===== src/rtl/hazard_sequencer_if.sv =====
// Pipeline-side hazard signals and the front-end control outputs of the hazard sequencer.
// The sequencer uses the slave view; the pipeline (or a bench) uses the master view.
interface hazard_sequencer_if #(
  parameter int unsigned CNT_W = 16
);
  logic             ID_Ex_MemRead;
  logic             ID_Ex_RegWrite;
  logic [4:0]       ID_Ex_wreg;
  logic             Ex_Mem_MemRead;
  logic [4:0]       Ex_Mem_wreg;
  logic [4:0]       IF_ID_rs;
  logic [4:0]       IF_ID_rt;
  logic             IF_ID_Branch;
  logic             Branch_taken;
  logic             Jump;
  logic             mem_busy;
  logic             PC_Write;
  logic             IF_ID_Write;
  logic             IF_ID_Flush;
  logic             ID_Ex_Flush;
  logic [CNT_W-1:0] stall_cycles;
  logic [CNT_W-1:0] flush_events;

  modport master (
    output ID_Ex_MemRead, ID_Ex_RegWrite, ID_Ex_wreg, Ex_Mem_MemRead, Ex_Mem_wreg,
    output IF_ID_rs, IF_ID_rt, IF_ID_Branch, Branch_taken, Jump, mem_busy,
    input  PC_Write, IF_ID_Write, IF_ID_Flush, ID_Ex_Flush, stall_cycles, flush_events
  );

  modport slave (
    input  ID_Ex_MemRead, ID_Ex_RegWrite, ID_Ex_wreg, Ex_Mem_MemRead, Ex_Mem_wreg,
    input  IF_ID_rs, IF_ID_rt, IF_ID_Branch, Branch_taken, Jump, mem_busy,
    output PC_Write, IF_ID_Write, IF_ID_Flush, ID_Ex_Flush, stall_cycles, flush_events
  );
endinterface


===== src/rtl/hazard_sequencer.sv =====
// Stall/flush sequencer for the 5-stage MIPS front end: multi-cycle load/branch bubbles,
// wrong-path squash on taken branch/jump, full freeze while data memory is busy.
module hazard_sequencer #(
  parameter int unsigned CNT_W         = 16,
  parameter int unsigned LD_BR_BUBBLES = 2
) (
  input logic         clk,
  input logic         rst,
  hazard_sequencer_if.slave bus
);

  typedef enum logic [1:0] {StRun, StStall, StFreeze} state_e;

  state_e           state_q, state_d;
  state_e           ret_q, ret_d;
  logic [1:0]       rem_q, rem_d;
  logic [1:0]       n_req;
  logic             ex_match, mem_match;
  logic [CNT_W-1:0] stall_cnt_q, flush_cnt_q;

  // Register 0 is hardwired, so it never creates a dependency.
  assign ex_match  = (bus.ID_Ex_wreg != 5'd0) &&
                     (bus.ID_Ex_wreg == bus.IF_ID_rs || bus.ID_Ex_wreg == bus.IF_ID_rt);
  assign mem_match = (bus.Ex_Mem_wreg != 5'd0) &&
                     (bus.Ex_Mem_wreg == bus.IF_ID_rs || bus.Ex_Mem_wreg == bus.IF_ID_rt);

  always_comb begin
    n_req = 2'd0;
    if (bus.IF_ID_Branch && bus.ID_Ex_RegWrite && ex_match) begin
      n_req = bus.ID_Ex_MemRead ? 2'(LD_BR_BUBBLES) : 2'd1;
    end else if (bus.IF_ID_Branch && bus.Ex_Mem_MemRead && mem_match) begin
      n_req = 2'd1;
    end else if (!bus.IF_ID_Branch && bus.ID_Ex_MemRead && ex_match) begin
      n_req = 2'd1;
    end
  end

  always_ff @(posedge clk) begin
    if (rst) begin
      state_q <= StRun;
      ret_q   <= StRun;
      rem_q   <= 2'd0;
    end else begin
      state_q <= state_d;
      ret_q   <= ret_d;
      rem_q   <= rem_d;
    end
  end

  always_comb begin
    state_d = state_q;
    ret_d   = ret_q;
    rem_d   = rem_q;
    unique case (state_q)
      StRun: begin
        if (bus.mem_busy) begin
          state_d = StFreeze;
          ret_d   = StRun;
        end else if (n_req > 2'd1) begin
          state_d = StStall;
          rem_d   = n_req - 2'd1;
        end
      end
      StStall: begin
        if (bus.mem_busy) begin
          state_d = StFreeze;
          ret_d   = StStall;
        end else begin
          rem_d = rem_q - 2'd1;
          if (rem_q <= 2'd1) state_d = StRun;
        end
      end
      StFreeze: begin
        // The release cycle still shows freeze outputs; rem resumes untouched.
        if (!bus.mem_busy) state_d = ret_q;
      end
      default: state_d = StRun;
    endcase
  end

  always_comb begin
    bus.PC_Write    = 1'b1;
    bus.IF_ID_Write = 1'b1;
    bus.IF_ID_Flush = 1'b0;
    bus.ID_Ex_Flush = 1'b0;
    if (rst) begin
      bus.PC_Write    = 1'b0;
      bus.IF_ID_Write = 1'b0;
      bus.IF_ID_Flush = 1'b1;
      bus.ID_Ex_Flush = 1'b1;
    end else begin
      unique case (state_q)
        StRun: begin
          if (bus.mem_busy) begin
            bus.PC_Write    = 1'b0;
            bus.IF_ID_Write = 1'b0;
          end else if (n_req != 2'd0) begin
            bus.PC_Write    = 1'b0;
            bus.IF_ID_Write = 1'b0;
            bus.ID_Ex_Flush = 1'b1;
          end else if ((bus.IF_ID_Branch && bus.Branch_taken) || bus.Jump) begin
            bus.IF_ID_Flush = 1'b1;
          end
        end
        StStall: begin
          bus.PC_Write    = 1'b0;
          bus.IF_ID_Write = 1'b0;
          bus.ID_Ex_Flush = !bus.mem_busy;
        end
        default: begin
          bus.PC_Write    = 1'b0;
          bus.IF_ID_Write = 1'b0;
        end
      endcase
    end
  end

  always_ff @(posedge clk) begin
    if (rst) begin
      stall_cnt_q <= '0;
      flush_cnt_q <= '0;
    end else begin
      if (bus.ID_Ex_Flush && stall_cnt_q != '1) stall_cnt_q <= stall_cnt_q + CNT_W'(1);
      if (bus.IF_ID_Flush && flush_cnt_q != '1) flush_cnt_q <= flush_cnt_q + CNT_W'(1);
    end
  end

  assign bus.stall_cycles = stall_cnt_q;
  assign bus.flush_events = flush_cnt_q;

endmodule


===== src/flat_wrapper.sv =====
// flat-port wrapper written by rule: the top's interface ports become plain ports
module hazard_sequencer_flat 
#(
  parameter int unsigned CNT_W         = 16,
  parameter int unsigned LD_BR_BUBBLES = 2
)
  (clk, rst, bus_ID_Ex_MemRead, bus_ID_Ex_RegWrite, bus_ID_Ex_wreg, bus_Ex_Mem_MemRead, bus_Ex_Mem_wreg, bus_IF_ID_rs, bus_IF_ID_rt, bus_IF_ID_Branch, bus_Branch_taken, bus_Jump, bus_mem_busy, bus_PC_Write, bus_IF_ID_Write, bus_IF_ID_Flush, bus_ID_Ex_Flush, bus_stall_cycles, bus_flush_events);
  hazard_sequencer_if #(.CNT_W(CNT_W)) bus_i ();
  input logic clk;
  input logic rst;
  input wire logic [$bits(bus_i.ID_Ex_MemRead)-1:0] bus_ID_Ex_MemRead;
  input wire logic [$bits(bus_i.ID_Ex_RegWrite)-1:0] bus_ID_Ex_RegWrite;
  input wire logic [$bits(bus_i.ID_Ex_wreg)-1:0] bus_ID_Ex_wreg;
  input wire logic [$bits(bus_i.Ex_Mem_MemRead)-1:0] bus_Ex_Mem_MemRead;
  input wire logic [$bits(bus_i.Ex_Mem_wreg)-1:0] bus_Ex_Mem_wreg;
  input wire logic [$bits(bus_i.IF_ID_rs)-1:0] bus_IF_ID_rs;
  input wire logic [$bits(bus_i.IF_ID_rt)-1:0] bus_IF_ID_rt;
  input wire logic [$bits(bus_i.IF_ID_Branch)-1:0] bus_IF_ID_Branch;
  input wire logic [$bits(bus_i.Branch_taken)-1:0] bus_Branch_taken;
  input wire logic [$bits(bus_i.Jump)-1:0] bus_Jump;
  input wire logic [$bits(bus_i.mem_busy)-1:0] bus_mem_busy;
  output wire logic [$bits(bus_i.PC_Write)-1:0] bus_PC_Write;
  output wire logic [$bits(bus_i.IF_ID_Write)-1:0] bus_IF_ID_Write;
  output wire logic [$bits(bus_i.IF_ID_Flush)-1:0] bus_IF_ID_Flush;
  output wire logic [$bits(bus_i.ID_Ex_Flush)-1:0] bus_ID_Ex_Flush;
  output wire logic [$bits(bus_i.stall_cycles)-1:0] bus_stall_cycles;
  output wire logic [$bits(bus_i.flush_events)-1:0] bus_flush_events;
  assign bus_i.ID_Ex_MemRead = bus_ID_Ex_MemRead;
  assign bus_i.ID_Ex_RegWrite = bus_ID_Ex_RegWrite;
  assign bus_i.ID_Ex_wreg = bus_ID_Ex_wreg;
  assign bus_i.Ex_Mem_MemRead = bus_Ex_Mem_MemRead;
  assign bus_i.Ex_Mem_wreg = bus_Ex_Mem_wreg;
  assign bus_i.IF_ID_rs = bus_IF_ID_rs;
  assign bus_i.IF_ID_rt = bus_IF_ID_rt;
  assign bus_i.IF_ID_Branch = bus_IF_ID_Branch;
  assign bus_i.Branch_taken = bus_Branch_taken;
  assign bus_i.Jump = bus_Jump;
  assign bus_i.mem_busy = bus_mem_busy;
  assign bus_PC_Write = bus_i.PC_Write;
  assign bus_IF_ID_Write = bus_i.IF_ID_Write;
  assign bus_IF_ID_Flush = bus_i.IF_ID_Flush;
  assign bus_ID_Ex_Flush = bus_i.ID_Ex_Flush;
  assign bus_stall_cycles = bus_i.stall_cycles;
  assign bus_flush_events = bus_i.flush_events;
  hazard_sequencer #(.CNT_W(CNT_W), .LD_BR_BUBBLES(LD_BR_BUBBLES)) u_core (.clk(clk), .rst(rst), .bus(bus_i));
endmodule

===== config.mk =====
export PLATFORM = sky130hd
export DESIGN_NAME = hazard_sequencer_flat
export DESIGN_NICKNAME = d
export VERILOG_FILES = /design/src/rtl/hazard_sequencer_if.sv /design/src/rtl/hazard_sequencer.sv /design/src/flat_wrapper.sv
export SDC_FILE = /design/constraint.sdc
export NUM_CORES = 1
export LEC_CHECK = 0
export ABC_AREA = 0
export CAP_MARGIN = 20
export CELL_PAD_IN_SITES_DETAIL_PLACEMENT = 1
export CELL_PAD_IN_SITES_GLOBAL_PLACEMENT = 1
export CORE_MARGIN = 1.5
export CORE_UTILIZATION = 29
export CTS_CLUSTER_SIZE = 8
export DETAILED_ROUTE_END_ITERATION = 8
export PLACE_DENSITY = 0.68
export SYNTH_ARGS = -nofsm -noshare
export SYNTH_HDL_FRONTEND = slang
export SYNTH_SLANG_ARGS = --single-unit

===== constraint.sdc =====
create_clock -name clk -period 4.8 [get_ports clk]
set_input_delay 0.96 -clock clk [delete_from_list [all_inputs] [get_ports clk]]
set_output_delay 0.96 -clock clk [all_outputs]
set_load 0.05 [all_outputs]

==> key figures, run 1 <==
Run status
  – Outcome: finished clean

Power
  – Cell Pwr Density: 237 nW/µm²
  – Leakage: 0.970 nW
  – Share of power burned in the clock network: 0.383
  – Internal power summed over all cells: 0.544 mW
  – Proportion of total power due to net switching: 0.257
  – Net switching power: 0.188 mW
  – Relative contribution of sequential cells to total power: 0.436
  – Power share of the combinational group: 0.181
  – Worst vdd ir: 0.110 mV
  – Pwr Total: 0.732 mW

Floorplan
  – Std cell rows: 31
  – Chip Width: 89.8 µm
  – Core Area: 7290 µm²
  – Number of placed I/O pins: 65
  – DIE AREA: 8070 µm²
  – Effective utilization at floorplan: 0.300
  – Die Ht: 89.8 µm

Synth
  – Number of nets produced by synthesis: 298
  – Synth Flop Type: sky130_fd_sc_hd__dfxtp_1
  – Post-Syn Area: 2190 µm²
  – Fraction of post-synthesis cell area in the top cell type by area: 0.339
  – Flops & latches, synth: 37
  – Synthesized area per cell: 8.25 µm²
  – EDFF count, synth: 0
  – Synth Warn #: 0
  – Most area-hungry cell type in the Yosys netlist: sky130_fd_sc_hd__dfxtp_1
  – Post-synthesis cell count: 265
  – Sequential cell area fraction in the yosys report: 0.339
  – Library cells used by synthesis: 46
  – Share of synthesized flip-flops with an asynchronous set or reset: 0
  – Top post-synthesis cells by area: sky130_fd_sc_hd__dfxtp_1 (34%), sky130_fd_sc_hd__xnor2_1 (16%), sky130_fd_sc_hd__nor2_1 (5.3%)

Clock network
  – Number of buffers created by CTS: 5
  – Count of H-tree levels built during CTS: 2
  – Post_cts resized: 0
  – Clock tree from TritonCTS: built
  – Post-CTS clock slew at the launch and capture registers of the worst setup and hold paths: 0.07 ns
  – Hold buffer count at CTS: 0
  – Setup repair bufs after CTS: 0
  – Root Buffer Master: sky130_fd_sc_hd__clkbuf_8
  – Sink count of the clock tree: 37
  – CTS max path bufs: 2
  – Clock latency on the worst-skew pair: 0.28 ns

Min path
  – Hold depth: 2
  – Hold WC Path Type: register to register
  – Hold path endpoint: u_core.ret_q[0]$_SDFFE_PP0P_
  – Worst min-delay path startpoint: u_core.ret_q[0]$_SDFFE_PP0P_

Critical path
  – Most used cell along the critical path: sky130_fd_sc_hd__inv_1
  – Standard cell with the maximum stage delay on the critical path: sky130_fd_sc_hd__or4_1
  – Register-to-Register Path Depth: 6
  – Largest incremental delay on the critical path: 0.56 ns
  – Reg-to-reg startpoint: u_core.state_q[0]$_SDFFE_PP0P_
  – Register-to-register setup slack: 2.54 ns
  – Worst setup SP type: input pin
  – Critical path endpoint category: output port
  – Crit path DAT: 3.67 ns
  – Type of the setup path with the least slack: input pin to output port
  – Worst-path maximum fanout: 3
  – Data required time of the critical path: 3.84 ns
  – Worst flop-to-flop path endpoint: u_core.bus.stall_cycles[15]$_SDFFE_PP0P_
  – Crit-path cells: clkdlybuf4s50_1 > or4_1 > nor2_1 > inv_1 > a32o_1 > o211ai_1 > ha_1 > or4b_4 > o21a_4 > inv_1 > buf_12

Routing
  – Wire per inst: 14.2 µm
  – DRC violations left: 0
  – Drt via density: 5.00
  – Total via count in the routed design: 2155
  – Antenna-violating nets left: 0
  – Count of TritonRoute iterations in the first routing pass: 4
  – Number of design-rule violations left by the first detailed-router iteration: 35
  – Routed wire length: 6120 µm

Final layout
  – Fraction of layout cells with a size suffix above 1: 0.0753
  – Synth-to-Final Area Change: 41.2%
  – Final std cell area, no fill: 3090 µm²
  – Leading cell types in the layout, fill and taps excluded: sky130_fd_sc_hd__clkdlybuf4s50_1 (60), sky130_fd_sc_hd__xnor2_1 (39), sky130_fd_sc_hd__dfxtp_1 (37)
  – Most frequent standard cell in the layout excluding fill and tap cells: sky130_fd_sc_hd__clkdlybuf4s50_1
  – N_diodes: 0
  – Final layout net count: 364
  – Final Instance Count excl. Fillers: 431

Global route
  – Global-route wire length before repair: 10400 µm
  – Met2 Track Usage GR: 0.264
  – Routing layer with the top usage in global route: met2
  – Global route total overflow: 0
  – Maximum number of pins on one net before global-route repair: 40
  – Total routing usage reported by global routing: 0.153
  – Number of antenna violations at the first check in global routing: 0
  – Met3 track demand over resource in global routing: 0.0364
  – Number of global-route vias before repair: 2178
  – Met1 routing resource usage after global routing: 0.197

STA
  – Min Clock Period, post-route: 4.63 ns
  – Final count of hold timing violations: 0
  – Worst max-slew margin expressed relative to the limit: 0.616
  – Setup TNS: 0 ns
  – Tightest Pin Transition: 0.573 ns
  – Maximum frequency from static timing analysis: 0.216 GHz
  – Setup repair after global routing missed its margin: false
  – Number of max-slew violations in the final report: 0
  – Total setup violations reported at the end of the flow: 0
  – Setup clock skew after layout: 0.00594 ns
  – Worst slack on hold paths: 0.494 ns
  – Post-route clock period utilization: 0.966

Flow run
  – Max Cap Violations: 0

Placed design
  – Detailed Place HPWL: 4610 µm
  – Routability congestion estimate from global placement: 0.766
  – Number of buffer cells added on primary ports: 64
  – Placed standard-cell area: 2960 µm²
  – Total instance count after detailed placement: 423
## power by group through the flow
stage          Clock (mW)  Combinational (mW)  Sequential [mW]
6_report            0.280               0.133            0.319
5_1_grt             0.307               0.144            0.320
4_1_cts             0.290               0.133            0.319
3_5_place_dp            0               0.132            0.327
3_3_place_gp            0               0.131            0.326
2_1_floorplan           0              0.0568            0.340
## registers in the layout (all words and copies together), names as in the netlist
register and cells:
u_core.ret_q 1, u_core.rem_q 2, u_core.bus.stall_cycles 16, u_core.state_q 2
u_core.bus.flush_events 16
## synth_stat cells (3+ instances only)
cell                       number
sky130_fd_sc_hd__clkbuf_1       7
sky130_fd_sc_hd__xnor2_1       39
sky130_fd_sc_hd__and3_1         4
sky130_fd_sc_hd__or4_1          7
sky130_fd_sc_hd__nand3_1       19
sky130_fd_sc_hd__nor3_1         6
sky130_fd_sc_hd__ha_1           4
sky130_fd_sc_hd__nand2b_1       4
sky130_fd_sc_hd__a211oi_1       6
sky130_fd_sc_hd__and4_1         3
sky130_fd_sc_hd__nand2_1       19
sky130_fd_sc_hd__nand4_1        6
sky130_fd_sc_hd__dfxtp_1       37
sky130_fd_sc_hd__o21ai_0        4
sky130_fd_sc_hd__o31ai_1        6
sky130_fd_sc_hd__inv_1          8
sky130_fd_sc_hd__nor2_1        31
sky130_fd_sc_hd__a21oi_1       13
sky130_fd_sc_hd__nor4_1        10
## through the flow
step | setup WS [ns] | util
2_1_floorplan | 0.237 | -
3_3_place_gp | 0.195 | 0.406
3_5_place_dp | 0.159 | 0.406
4_1_cts | 0.154 | 0.422
5_1_grt | 0.0285 | 0.423
6_report | 0.165 | 0.423
## cell families (layout without fill, tap and decap cells)
kind of cell | count (synthesis) | after routing | share of synthesized area
compound gates | 41 | 41 | 0.130
xor+xnor | 41 | 41 | 0.164
fa+ha+maj | 4 | 4 | 0.0229
buf+inv | 19 | 86 | 0.0412
flops | 37 | 37 | 0.339
mux | 1 | 1 | 0.00458
simple gates | 122 | 122 | 0.298
## routing by layer
layer  up-vias  wire length, µm
met5         -                0
li1       1090                -
met1      1027             2950
met2        36             2970
met3         2              166
met4         0               29
## cell type report
| type | count | area (µm²) |
|---|---|---|
| clock buffer | 7 | 86.3 |
| clock inverter | 1 | 30.0 |
| fill | 894 | 4210 |
| inverter | 8 | 30.0 |
| multi-input combinational | 209 | 1360 |
| sequential | 37 | 741 |
| tap | 99 | 124 |
| timing repair buffer | 70 | 713 |
## critical path, delay by kind of cell
family                   cells  cell delay, ns
adder cells (fa/ha/maj)      1            0.20
AO/OA/AOI/OAI                3            0.56
AND/OR/NAND/NOR              3            1.19
buffers and inverters        4            0.76
## how the worst max path moves through the flow
| stage | start | endpoint | cells after the start |
|---|---|---|---|
| finish | bus_ID_Ex_wreg[0] | bus_IF_ID_Flush | 11 |
| detailed placement | bus_ID_Ex_wreg[3] | bus_IF_ID_Flush | 11 |
| global route | bus_ID_Ex_wreg[0] | bus_IF_ID_Flush | 11 |
| global placement | bus_ID_Ex_wreg[0] | bus_IF_ID_Flush | 11 |
| CTS | bus_ID_Ex_wreg[3] | bus_IF_ID_Flush | 11 |
| floorplan | bus_ID_Ex_wreg[0] | bus_PC_Write | 9 |
No activity file was read; power rests on OpenSTA's default activity.
==> run 2, diff against run 1 <==
--- a/config.mk
+++ b/config.mk
@@ -7,13 +7,14 @@
 export LEC_CHECK = 0
 export ABC_AREA = 0
 export CAP_MARGIN = 20
-export CELL_PAD_IN_SITES_DETAIL_PLACEMENT = 1
+export CELL_PAD_IN_SITES_DETAIL_PLACEMENT = 0
 export CELL_PAD_IN_SITES_GLOBAL_PLACEMENT = 1
 export CORE_MARGIN = 1.5
 export CORE_UTILIZATION = 29
 export CTS_CLUSTER_SIZE = 8
 export DETAILED_ROUTE_END_ITERATION = 8
-export PLACE_DENSITY = 0.68
+export DONT_BUFFER_PORTS = 1
+export PLACE_DENSITY = 0.53
 export SYNTH_ARGS = -nofsm -noshare
 export SYNTH_HDL_FRONTEND = slang
 export SYNTH_SLANG_ARGS = --single-unit
==> constraint.sdc (replaced) <==
create_clock -name clk -period 5.6 [get_ports clk]
set_input_delay 1.12 -clock clk [delete_from_list [all_inputs] [get_ports clk]]
set_output_delay 1.12 -clock clk [all_outputs]
set_load 0.05 [all_outputs]
==> run 2 against run 1 <==
  * Sequential share of layout area is 7.0 points higher
  * Clock-buffer cell count did not move
  * Clock skew rose by 0.0019 ns
  * Non-clock buffer count down 68
  * Critical path depth fell by 2
  * Wire length fell by 13%
  * Combinational power fell by 62%
  * Total power decreased by 21%
  * Hold slack got worse by 0.0098 ns
  * First-iteration DRC count rose by 110%
  * Die area unchanged
  * Core utilization is 9.6 points lower
==> key figures, run 2 (synthesized netlist as in run 1, its figures left out) <==
Routing
  – Drt via density: 5.21 (+4.1%)
  – Wire per inst: 14.6 µm (+2.8%)
  – Routed wire length: 5290 µm (-13%)
  – DRC violations left: 0 (unchanged)
  – Total via count in the routed design: 1890 (-12%)
  – Count of TritonRoute iterations in the first routing pass: 4 (unchanged)
  – Antenna-violating nets left: 0 (unchanged)
  – Number of design-rule violations left by the first detailed-router iteration: 74 (+110%)

Clock network
  – Post_cts resized: 0 (unchanged)
  – Clock latency on the worst-skew pair: 0.28 ns (about the same)
  – Number of buffers created by CTS: 5 (unchanged)
  – Sink count of the clock tree: 37 (unchanged)
  – CTS max path bufs: 2 (unchanged)
  – Post-CTS clock slew at the launch and capture registers of the worst setup and hold paths: 0.08 ns (about the same)
  – Root Buffer Master: sky130_fd_sc_hd__clkbuf_8
  – Hold buffer count at CTS: 0 (unchanged)
  – Setup repair bufs after CTS: 0 (unchanged)
  – Clock tree from TritonCTS: built
  – Count of H-tree levels built during CTS: 2 (unchanged)

Min path
  – Hold WC Path Type: register to register
  – Worst min-delay path startpoint: u_core.ret_q[0]$_SDFFE_PP0P_

Critical path
  – Crit-path cells: xnor2_1 > nand3_1 > o32ai_1 > nand2_1 > o211ai_1 > ha_1 > or4b_4 > o21a_4 > inv_1
  – Standard cell with the maximum stage delay on the critical path: sky130_fd_sc_hd__o32ai_1
  – Worst-path maximum fanout: 16 (+13)
  – Worst setup SP type: input pin
  – Critical path buffers and inverters: 1 (-3)
  – Largest incremental delay on the critical path: 0.58 ns (+0.02 ns)
  – Reg-to-reg startpoint: u_core.bus.flush_events[0]$_SDFFE_PP0P_
  – Crit path DAT: 3.57 ns (-0.10 ns)
  – Critical path endpoint category: output port
  – Data required time of the critical path: 4.48 ns (+0.64 ns)
  – Critical path startpoint: bus_ID_Ex_wreg[0]
  – Worst path top cell family by delay: compound AO/OA/AOI/OAI gates
  – Type of the setup path with the least slack: input pin to output port

Floorplan
  – Std cell rows: 31 (unchanged)
  – Core Area: 7290 µm² (unchanged)
  – Die Ht: 89.8 µm (unchanged)
  – Effective utilization at floorplan: 0.300 (unchanged)
  – Number of placed I/O pins: 65 (unchanged)
  – DIE AREA: 8070 µm² (unchanged)
  – Chip Width: 89.8 µm (unchanged)

STA
  – Setup TNS: 0 ns (unchanged)
  – Final count of hold timing violations: 0 (unchanged)
  – Maximum frequency from static timing analysis: 0.213 GHz
  – Min Clock Period, post-route: 4.69 ns
  – Tightest Pin Transition: 1.04 ns (+0.467 ns)
  – Post-route clock period utilization: 0.837
  – Number of max-slew violations in the final report: 0 (unchanged)
  – Setup repair after global routing missed its margin: false
  – Worst slack on hold paths: 0.484 ns (-0.00976 ns)
  – Total setup violations reported at the end of the flow: 0 (unchanged)
  – Setup clock skew after layout: 0.00781 ns (+0.00186 ns)
  – Worst max-slew margin expressed relative to the limit: 0.301 (-0.315)

Flow run
  – Max Cap Violations: 0 (unchanged)

Global route
  – Global route total overflow: 0 (unchanged)
  – Number of antenna violations at the first check in global routing: 0 (unchanged)
  – Number of global-route vias before repair: 1881 (-14%)
  – Met1 routing resource usage after global routing: 0.175 (-0.0222)
  – Met2 Track Usage GR: 0.212 (-0.0522)
  – Total routing usage reported by global routing: 0.136 (-0.0169)
  – Global-route wire length before repair: 9180 µm (-12%)
  – Maximum number of pins on one net before global-route repair: 40 (unchanged)
  – Met3 track demand over resource in global routing: 0.0499 (+0.0135)
  – Routing layer with the top usage in global route: met2

Placed design
  – Routability congestion estimate from global placement: 0.732 (-4.5%)
  – Detailed Place HPWL: 3830 µm (-17%)
  – Number of buffer cells added on primary ports: 0 (-100%)
  – Total instance count after detailed placement: 355 (-16%)

Power
  – Power share of the combinational group: 0.088 (-0.093)
  – Proportion of total power due to net switching: 0.244 (-0.0123)
  – Net switching power: 0.141 mW (-25%)
  – Internal power summed over all cells: 0.436 mW (-20%)
  – Cell Pwr Density: 242 nW/µm² (+1.8%)
  – Relative contribution of sequential cells to total power: 0.499 (+0.063)
  – Share of power burned in the clock network: 0.414 (+0.031)
  – Worst vdd ir: 0.0969 mV (-12%)
  – Leakage: 0.697 nW (-28%)

Final layout
  – Synth-to-Final Area Change: 9.33%
  – Most frequent standard cell in the layout excluding fill and tap cells: sky130_fd_sc_hd__xnor2_1
  – Final layout net count: 296 (-19%)
  – Fraction of layout cells with a size suffix above 1: 0.0682 (-0.00712)
  – Final Instance Count excl. Fillers: 363 (-16%)
  – N_diodes: 0 (unchanged)
  – Leading cell types in the layout, fill and taps excluded: sky130_fd_sc_hd__xnor2_1 (39), sky130_fd_sc_hd__dfxtp_1 (37), sky130_fd_sc_hd__nor2_1 (30)

Run status
  – Outcome: finished clean
[run 2: cell count changes in the layout (fill, tap and decap cells not counted), sizes merged]
cell           previous run  this run
buf                      10         2
clkdlybuf4s50            60         0
[run 2: area by class of cell]
| class | count | area [µm²] |
|---|---|---|
| clock inverters | 1 | 30.0 |
| flip-flops and latches | 37 | 741 |
| well taps | 99 | 124 |
| multi-input cells | 209 | 1360 |
| clock buffers | 7 | 86.3 |
| inverters | 8 | 30.0 |
| repair buffers | 2 | 15.0 |
| fillers | 799 | 4900 |
[run 2: worst reg2reg max path: stages, from the launching register on]
cell	delay (ns)
sky130_fd_sc_hd__dfxtp_1	0.73
sky130_fd_sc_hd__ha_1	0.34
sky130_fd_sc_hd__nand3_1	0.15
sky130_fd_sc_hd__nor4_2	0.84
sky130_fd_sc_hd__nor2_1	0.16
sky130_fd_sc_hd__xnor2_1	0.19
sky130_fd_sc_hd__nor2_1	0.05
[run 2: power groups by stage]
stage	sequential [mW]	combinational (mW)	clock [mW]
floorplan	0.292	0.0487	0
finish	0.288	0.0506	0.239
detailed placement	0.294	0.0508	0
global route	0.289	0.0576	0.261
CTS	0.288	0.0512	0.251
global placement	0.294	0.0516	0
[run 2: stage by stage]
| step | utilization | power [mW] | instance area, µm² | worst slack [ns] |
|---|---|---|---|---|
| finish | 0.328 | 0.577 | 2390 | 0.914 |
| global route | 0.328 | 0.608 | 2390 | 0.642 |
| CTS | 0.328 | 0.591 | 2390 | 0.907 |
| detailed placement | 0.312 | 0.345 | 2270 | 0.917 |
| global placement | 0.312 | 0.346 | 2270 | 1.00 |
| floorplan | - | 0.341 | 2190 | 0.717 |
[run 2: worst paths after layout]
path	end	slack, ns	cells past startpoint
worst max-delay path	bus_IF_ID_Flush	0.91	9
worst min-delay path	u_core.ret_q[0]$_SDFFE_PP0P_	0.48	2
worst max register to register	u_core.bus.flush_events[0]$_SDFFE_PP0P_	3.04	6
worst min register to register	u_core.ret_q[0]$_SDFFE_PP0P_	0.48	2
[run 2: per-layer routing]
metal,vias up,part of all wire,routed length (µm)
li1,951,-,-
met4,0,0.0068,36
met3,2,0.080,425
met2,51,0.45,2360
met5,-,0,0
met1,886,0.47,2470
